<file path="src/rtl/mem_loader_pkg.sv">
// Shared types and constants for the boot-time program loader.
// Imported by the loader top and its byte packer.
package mem_loader_pkg;

    typedef enum logic [2:0] {
        LD_IDLE,
        LD_COLLECT,
        LD_WRITE,
        LD_VERIFY,
        LD_DONE
    } ld_state_e;

    localparam logic [3:0]  WORD_MASK_ALL  = 4'b1111;
    localparam logic [31:0] ZERO32         = 32'h0000_0000;
    localparam int          MEM_ADDR_WIDTH = 32;

    // Bit offset of a byte lane inside a 32-bit word.
    function automatic logic [4:0] byte_sel(input logic [1:0] idx);
        return {idx, 3'b000};
    endfunction

endpackage

</file>
<file path="src/rtl/mem_loader_packer.sv">
// Byte-lane packer: places incoming bytes little-endian into a word
// and tracks how many lanes of the current word are filled.
module mem_loader_packer
    import mem_loader_pkg::*;
(
    input  logic        clk,
    input  logic        rst,
    input  logic        clr_i,
    input  logic        push_i,
    input  logic [7:0]  byte_i,
    output logic [31:0] word_o,
    output logic [1:0]  idx_o,
    output logic        full_o,
    output logic        pending_o
);

    logic [31:0] word_q, word_d;
    logic [1:0]  idx_q, idx_d;

    always_ff @(posedge clk or negedge rst) begin
        if (!rst) begin
            word_q <= ZERO32;
            idx_q  <= 2'd0;
        end else begin
            word_q <= word_d;
            idx_q  <= idx_d;
        end
    end

    always_comb begin
        word_d = word_q;
        idx_d  = idx_q;
        if (clr_i) begin
            word_d = ZERO32;
            idx_d  = 2'd0;
        end else if (push_i) begin
            word_d[byte_sel(idx_q) +: 8] = byte_i;
            idx_d  = idx_q + 2'd1;
        end
    end

    // pending_o: lane count after this cycle's push is non-zero
    assign full_o    = push_i && (idx_q == 2'd3);
    assign pending_o = push_i || (idx_q != 2'd0);
    assign word_o    = word_q;
    assign idx_o     = idx_q;

endmodule

</file>
<file path="src/rtl/mem_loader.sv">
// Boot loader: packs a byte stream into words and writes them through
// bus master1, optionally reading each word back to verify it.
module mem_loader
    import mem_loader_pkg::*;
#(
    parameter logic [31:0] BASE_ADDR = 32'h0000_0000,
    parameter int          MAX_WORDS = 1024,
    parameter bit          VERIFY    = 1'b1
) (
    input  logic        clk,
    input  logic        rst,
    input  logic        start,
    input  logic        finish,
    input  logic        rx_valid,
    input  logic [7:0]  rx_data,
    output logic        rx_ready,
    input  logic        m0_busy,
    output logic        m1_un_sign,
    output logic [3:0]  m1_byte_mask,
    output logic        m1_re,
    output logic        m1_we,
    output logic [31:0] m1_addr,
    output logic [31:0] m1_wdata,
    input  logic [31:0] m1_rdata,
    output logic        cpu_hold,
    output logic        done,
    output logic        err,
    output logic [15:0] word_cnt
);

    localparam logic [15:0] MAX_CNT = 16'(MAX_WORDS);

    ld_state_e   state_q, state_d;
    logic [31:0] addr_q, addr_d;
    logic [15:0] cnt_q, cnt_d;
    logic        err_q, err_d;
    logic        last_q, last_d;

    logic        accept;
    logic        clr;
    logic        commit;
    logic        full;
    logic        pending;
    logic [1:0]  idx;
    logic [31:0] word;
    logic [15:0] cnt_inc;

    assign accept  = rx_valid && (state_q == LD_COLLECT);
    assign cnt_inc = cnt_q + 16'd1;

    mem_loader_packer u_packer (
        .clk       (clk),
        .rst       (rst),
        .clr_i     (clr),
        .push_i    (accept),
        .byte_i    (rx_data),
        .word_o    (word),
        .idx_o     (idx),
        .full_o    (full),
        .pending_o (pending)
    );

    always_ff @(posedge clk or negedge rst) begin
        if (!rst) begin
            state_q <= LD_IDLE;
            addr_q  <= BASE_ADDR;
            cnt_q   <= 16'd0;
            err_q   <= 1'b0;
            last_q  <= 1'b0;
        end else begin
            state_q <= state_d;
            addr_q  <= addr_d;
            cnt_q   <= cnt_d;
            err_q   <= err_d;
            last_q  <= last_d;
        end
    end

    always_comb begin
        state_d = state_q;
        addr_d  = addr_q;
        cnt_d   = cnt_q;
        err_d   = err_q;
        last_d  = last_q;
        clr     = 1'b0;
        commit  = 1'b0;
        unique case (state_q)
            LD_IDLE, LD_DONE: begin
                if (start) begin
                    state_d = LD_COLLECT;
                    addr_d  = BASE_ADDR;
                    cnt_d   = 16'd0;
                    err_d   = 1'b0;
                    last_d  = 1'b0;
                    clr     = 1'b1;
                end
            end
            LD_COLLECT: begin
                if (full) begin
                    state_d = LD_WRITE;
                end
                if (finish) begin
                    last_d  = 1'b1;
                    state_d = pending ? LD_WRITE : LD_DONE;
                end
            end
            LD_WRITE: begin
                if (!m0_busy) begin
                    if (VERIFY) begin
                        state_d = LD_VERIFY;
                    end else begin
                        commit = 1'b1;
                    end
                end
            end
            LD_VERIFY: begin
                if (!m0_busy) begin
                    if (m1_rdata != word) begin
                        err_d   = 1'b1;
                        state_d = LD_DONE;
                    end else begin
                        commit = 1'b1;
                    end
                end
            end
            default: begin
                state_d = LD_IDLE;
            end
        endcase
        // A committed word advances the address and may end the session.
        if (commit) begin
            addr_d  = addr_q + 32'd4;
            cnt_d   = cnt_inc;
            clr     = 1'b1;
            state_d = (last_q || cnt_inc == MAX_CNT)
                    ? LD_DONE : LD_COLLECT;
        end
    end

    always_comb begin
        rx_ready     = 1'b0;
        cpu_hold     = 1'b0;
        done         = 1'b0;
        m1_we        = 1'b0;
        m1_re        = 1'b0;
        m1_byte_mask = 4'b0000;
        unique case (state_q)
            LD_COLLECT: begin
                rx_ready = 1'b1;
                cpu_hold = 1'b1;
            end
            LD_WRITE: begin
                cpu_hold     = 1'b1;
                m1_byte_mask = WORD_MASK_ALL;
                m1_we        = ~m0_busy;
            end
            LD_VERIFY: begin
                cpu_hold     = 1'b1;
                m1_byte_mask = WORD_MASK_ALL;
                m1_re        = ~m0_busy;
            end
            LD_DONE: begin
                done = 1'b1;
            end
            default: begin
                done = 1'b0;
            end
        endcase
    end

    assign m1_un_sign = 1'b0;
    assign m1_addr    = addr_q;
    assign m1_wdata   = word;
    assign err        = err_q;
    assign word_cnt   = cnt_q;

endmodule
</file>
<file path="config.mk">
export PLATFORM = sky130hd
export DESIGN_NAME = mem_loader
export DESIGN_NICKNAME = d
export VERILOG_FILES = /design/src/rtl/mem_loader_pkg.sv /design/src/rtl/mem_loader_packer.sv /design/src/rtl/mem_loader.sv
export SDC_FILE = /design/constraint.sdc
export NUM_CORES = 1
export LEC_CHECK = 0
export ABC_AREA = 1
export CORE_UTILIZATION = 50
export DETAILED_ROUTE_END_ITERATION = 10
export GPL_ROUTABILITY_DRIVEN = 0
export GPL_TIMING_DRIVEN = 0
export MAX_ROUTING_LAYER = met4
export PLACE_DENSITY = 0.92
export SETUP_SLACK_MARGIN = 0.1
export SYNTH_ARGS = -nofsm -noshare
export SYNTH_HDL_FRONTEND = slang
export SYNTH_SLANG_ARGS = --single-unit
</file>
<file path="constraint.sdc">
create_clock -name clk -period 3.1 [get_ports clk]
set_clock_uncertainty 0.15 [all_clocks]
set_input_delay 0.93 -clock clk [delete_from_list [all_inputs] [get_ports clk]]
set_output_delay 0.93 -clock clk [all_outputs]
set_load 0.02 [all_outputs]
</file>
==> impl_results.md <==
- Layout cells sized above 1: 8.26%
- Antenna Nets Post-Route: 0
- Htree depth: 3
- RR Endpoint: u_packer.word_o[10]
- Reg-to-reg critical path startpoint: u_packer.idx_o[0]
- Antenna cells: 0
- Ys Warns: 0
- Slew headroom: 55.9%
- # clock sinks: 85
- Clk pin slew, worst setup/hold paths: 0.09 ns
- Final WS setup: 0.161 ns
- Worst-path maximum fanout: 3
- Synth top area cells: dfrtp_1 (40%), nand2_1 (11%), inv_1 (5.7%)
- Reg2reg path depth: 9
- Drt total wl: 15.0 mm
- Syn_area_per_cell: 7.58 µm²
- Number of placed I/O pins: 137
- Postcts setup bufs: 0
- Antenna violations before repair: 0
- Global-route wire length before repair: 24.6 mm
- VDD IR max: 0.313 mV
- Startpoint type of the worst setup path: input pin
- Detail Placement HPWL: 11.1 mm
- Initial Utilization: 51.3%
- # hold bufs at CTS: 0
- Via/cell ratio: 5.52
- WHS: 0.341 ns
- Total track usage: 28.9%
- Final Non-Filler Cells: 983
- Clock root buffer: clkbuf_8
- Worst-Skew Late Latency: 0.38 ns
- Overflow left after global routing: 0
- DR iter-0 viols: 475
- Dpl ws: -0.294 ns
- Placed inst area: 6810 µm²
- CP Class: input pin to output pin
- # DRC: 0
- Via Count: 5424
- Tightest Hold Check Type: input pin to asynchronous set/reset pin
- Layout filler cell count: 827
- Unrepaired setup endpoints after global routing: no
- Cell count after synthesis: 695
- Final Critical Period: 2.94 ns
- WL/cell: 15.3 µm
- Post-synth top area cell: dfrtp_1
- Ratio of final minimum period to clock period: 94.8%
- Largest net degree at the start of global routing: 58
- Syn Std Cell Area: 5270 µm²
- Die ar.: 11000 µm²
- Share of the synthesized area in the top cell type: 40.4%
- Die X: 105 µm
- Count of cell types in the netlist: 36
- TritonCTS buffer count: 9
- Clock Tree Buf Depth: 2
- Flop and latch count out of synthesis: 85
- CTS tree: yes
- Number of max-cap violations: 0
- Die Span Y: 105 µm
- Cell total after placement: 967
- P&R area growth vs syn: 33.1%
- R2R Setup Slk: 0.43 ns
- First-pass detailed-route iteration total: 5
- Outcome: finished clean
- Hold Vio Cnt, Final: 0
- Setup crit end kind: output pin
- Number of global-route vias before repair: 5073
- P_leak: 2.82 nW
- Final Cell Area: 7010 µm²
- Final nets: 895
- Power Total: 0.00326 W
- Slew @ Worst Pin: 0.662 ns
- CORE AREA: 10300 µm²
- Std-Cell Rows: 37
- Final setup fails: 0
- Seq/Total Area, Yosys: 40.4%
- Worst endpoint data arrival time: 1.86 ns
- Slew Viols, Final: 0
- Pwr Density: 465 nW/µm²
- Port bufs: 133
- Fmax: 0.340 GHz
- Worst EP required: 2.02 ns
-- cells by family after synthesis --
group           Yosys count  synth area share, %
simple gates            336                 30.0
flops                    85                 40.4
fa+ha+maj                 7                 1.66
xor+xnor                 51                 8.47
other cells               1               0.0711
buf+inv                 115                 9.16
compound gates          100                 10.3
-- per-stage QoR --
stage	util, %	TNS (ns)
floorplan	-	0
global placement	66.0	-177.34
detailed placement	66.2	-0.493
CTS	68.2	0
global route	68.2	0
finish	68.2	0
-- cell usage in the layout, fill, tap and decap left out, types with 6 or more instances in the layout --
cell and instances:
nand2_1 156, nand4_1 26, xnor2_1 29, a21oi_1 37
nor2_1 58, o22ai_1 28, clkdlybuf4s50_1 130, inv_2 9
ha_1 7, o21ai_0 30, buf_2 11, nor3_1 16
dfrtp_1 84, clkbuf_8 9, nand3_1 45, buf_4 10
xor2_1 22, clkbuf_1 6, inv_1 80
-- worst max-delay path: stages --
cell and delay, ns:
clkdlybuf4s50_1 0.45, inv_1 0.12, nand2_1 0.06, inv_1 0.13, buf_4 0.17
-- report_power, final --
group | total [W] | internal (W) | switching (W) | leakage [nW]
sequential | 0.00127 | 0.00119 | 0.0000782 | 1.18
combinational | 0.00116 | 0.000444 | 0.000717 | 1.55
clock | 0.000832 | 0.000382 | 0.000450 | 0.0968
-- worst max-delay path by stage --
stage | start | to | cells past startpoint
CTS | state_q[1] | cpu_hold | 5
finish | m0_busy | m1_re | 5
floorplan | state_q[1] | m1_we | 4
global placement | rst | u_packer.word_o[7] | 1
detailed placement | m0_busy | m1_re | 5
global route | m0_busy | m1_re | 5
-- registers in the layout (all words and copies together) (netlist names) --
signal	flops
last_q	1
err	1
u_packer.word_o	32
state_q	3
word_cnt	16
u_packer.idx_o	2
m1_addr	30
-- what timing repair did --
| action | CTS | global route |
|---|---|---|
| pin swaps | 0 | 0 |
| endpoints found under the setup margin | 6 | 2 |
| resized for setup | 7 | 2 |
-- cells in the mapped netlist --
cell,number
a21oi_1,37
buf_2,11
buf_4,8
buf_6,1
clkbuf_1,6
conb_1,1
dfrtp_1,85
ha_1,7
inv_1,80
inv_2,9
nand2_1,156
nand2_2,4
nand2b_1,4
nand3_1,45
nand3_2,1
nand3_4,1
nand3b_1,3
nand4_1,26
nand4_4,1
nor2_1,59
nor2_2,4
nor2_4,3
nor2_8,1
nor3_1,16
nor3_2,2
nor3_4,1
nor3b_2,1
nor4_1,4
nor4_2,1
o21ai_0,30
o21ai_1,3
o22ai_1,28
o32ai_1,2
or2_0,3
xnor2_1,29
xor2_1,22
-- layout make-up --
cell class / count / area, µm² / area share (%)
plain buffers: 26 / 149 / 2.12
clock buffers: 9 / 124 / 1.77
flip-flops and latches: 85 / 2130 / 30.3
repair buffers: 134 / 1350 / 19.3
multi-input cells: 497 / 2680 / 38.2
clock inverters: 7 / 80.1 / 1.14
inverters: 89 / 334 / 4.76
well taps: 136 / 170 / 2.43
-- routing by layer --
layer	part of all wire [%]	GRT usage (%)	vias to the layer above
met5	0	-	-
met4	2.9	11.5	0
met3	7.8	4.74	42
met2	47	44.7	261
met1	42	37.9	2556
li1	-	-	2565
(Power assumes the default switching activity.)
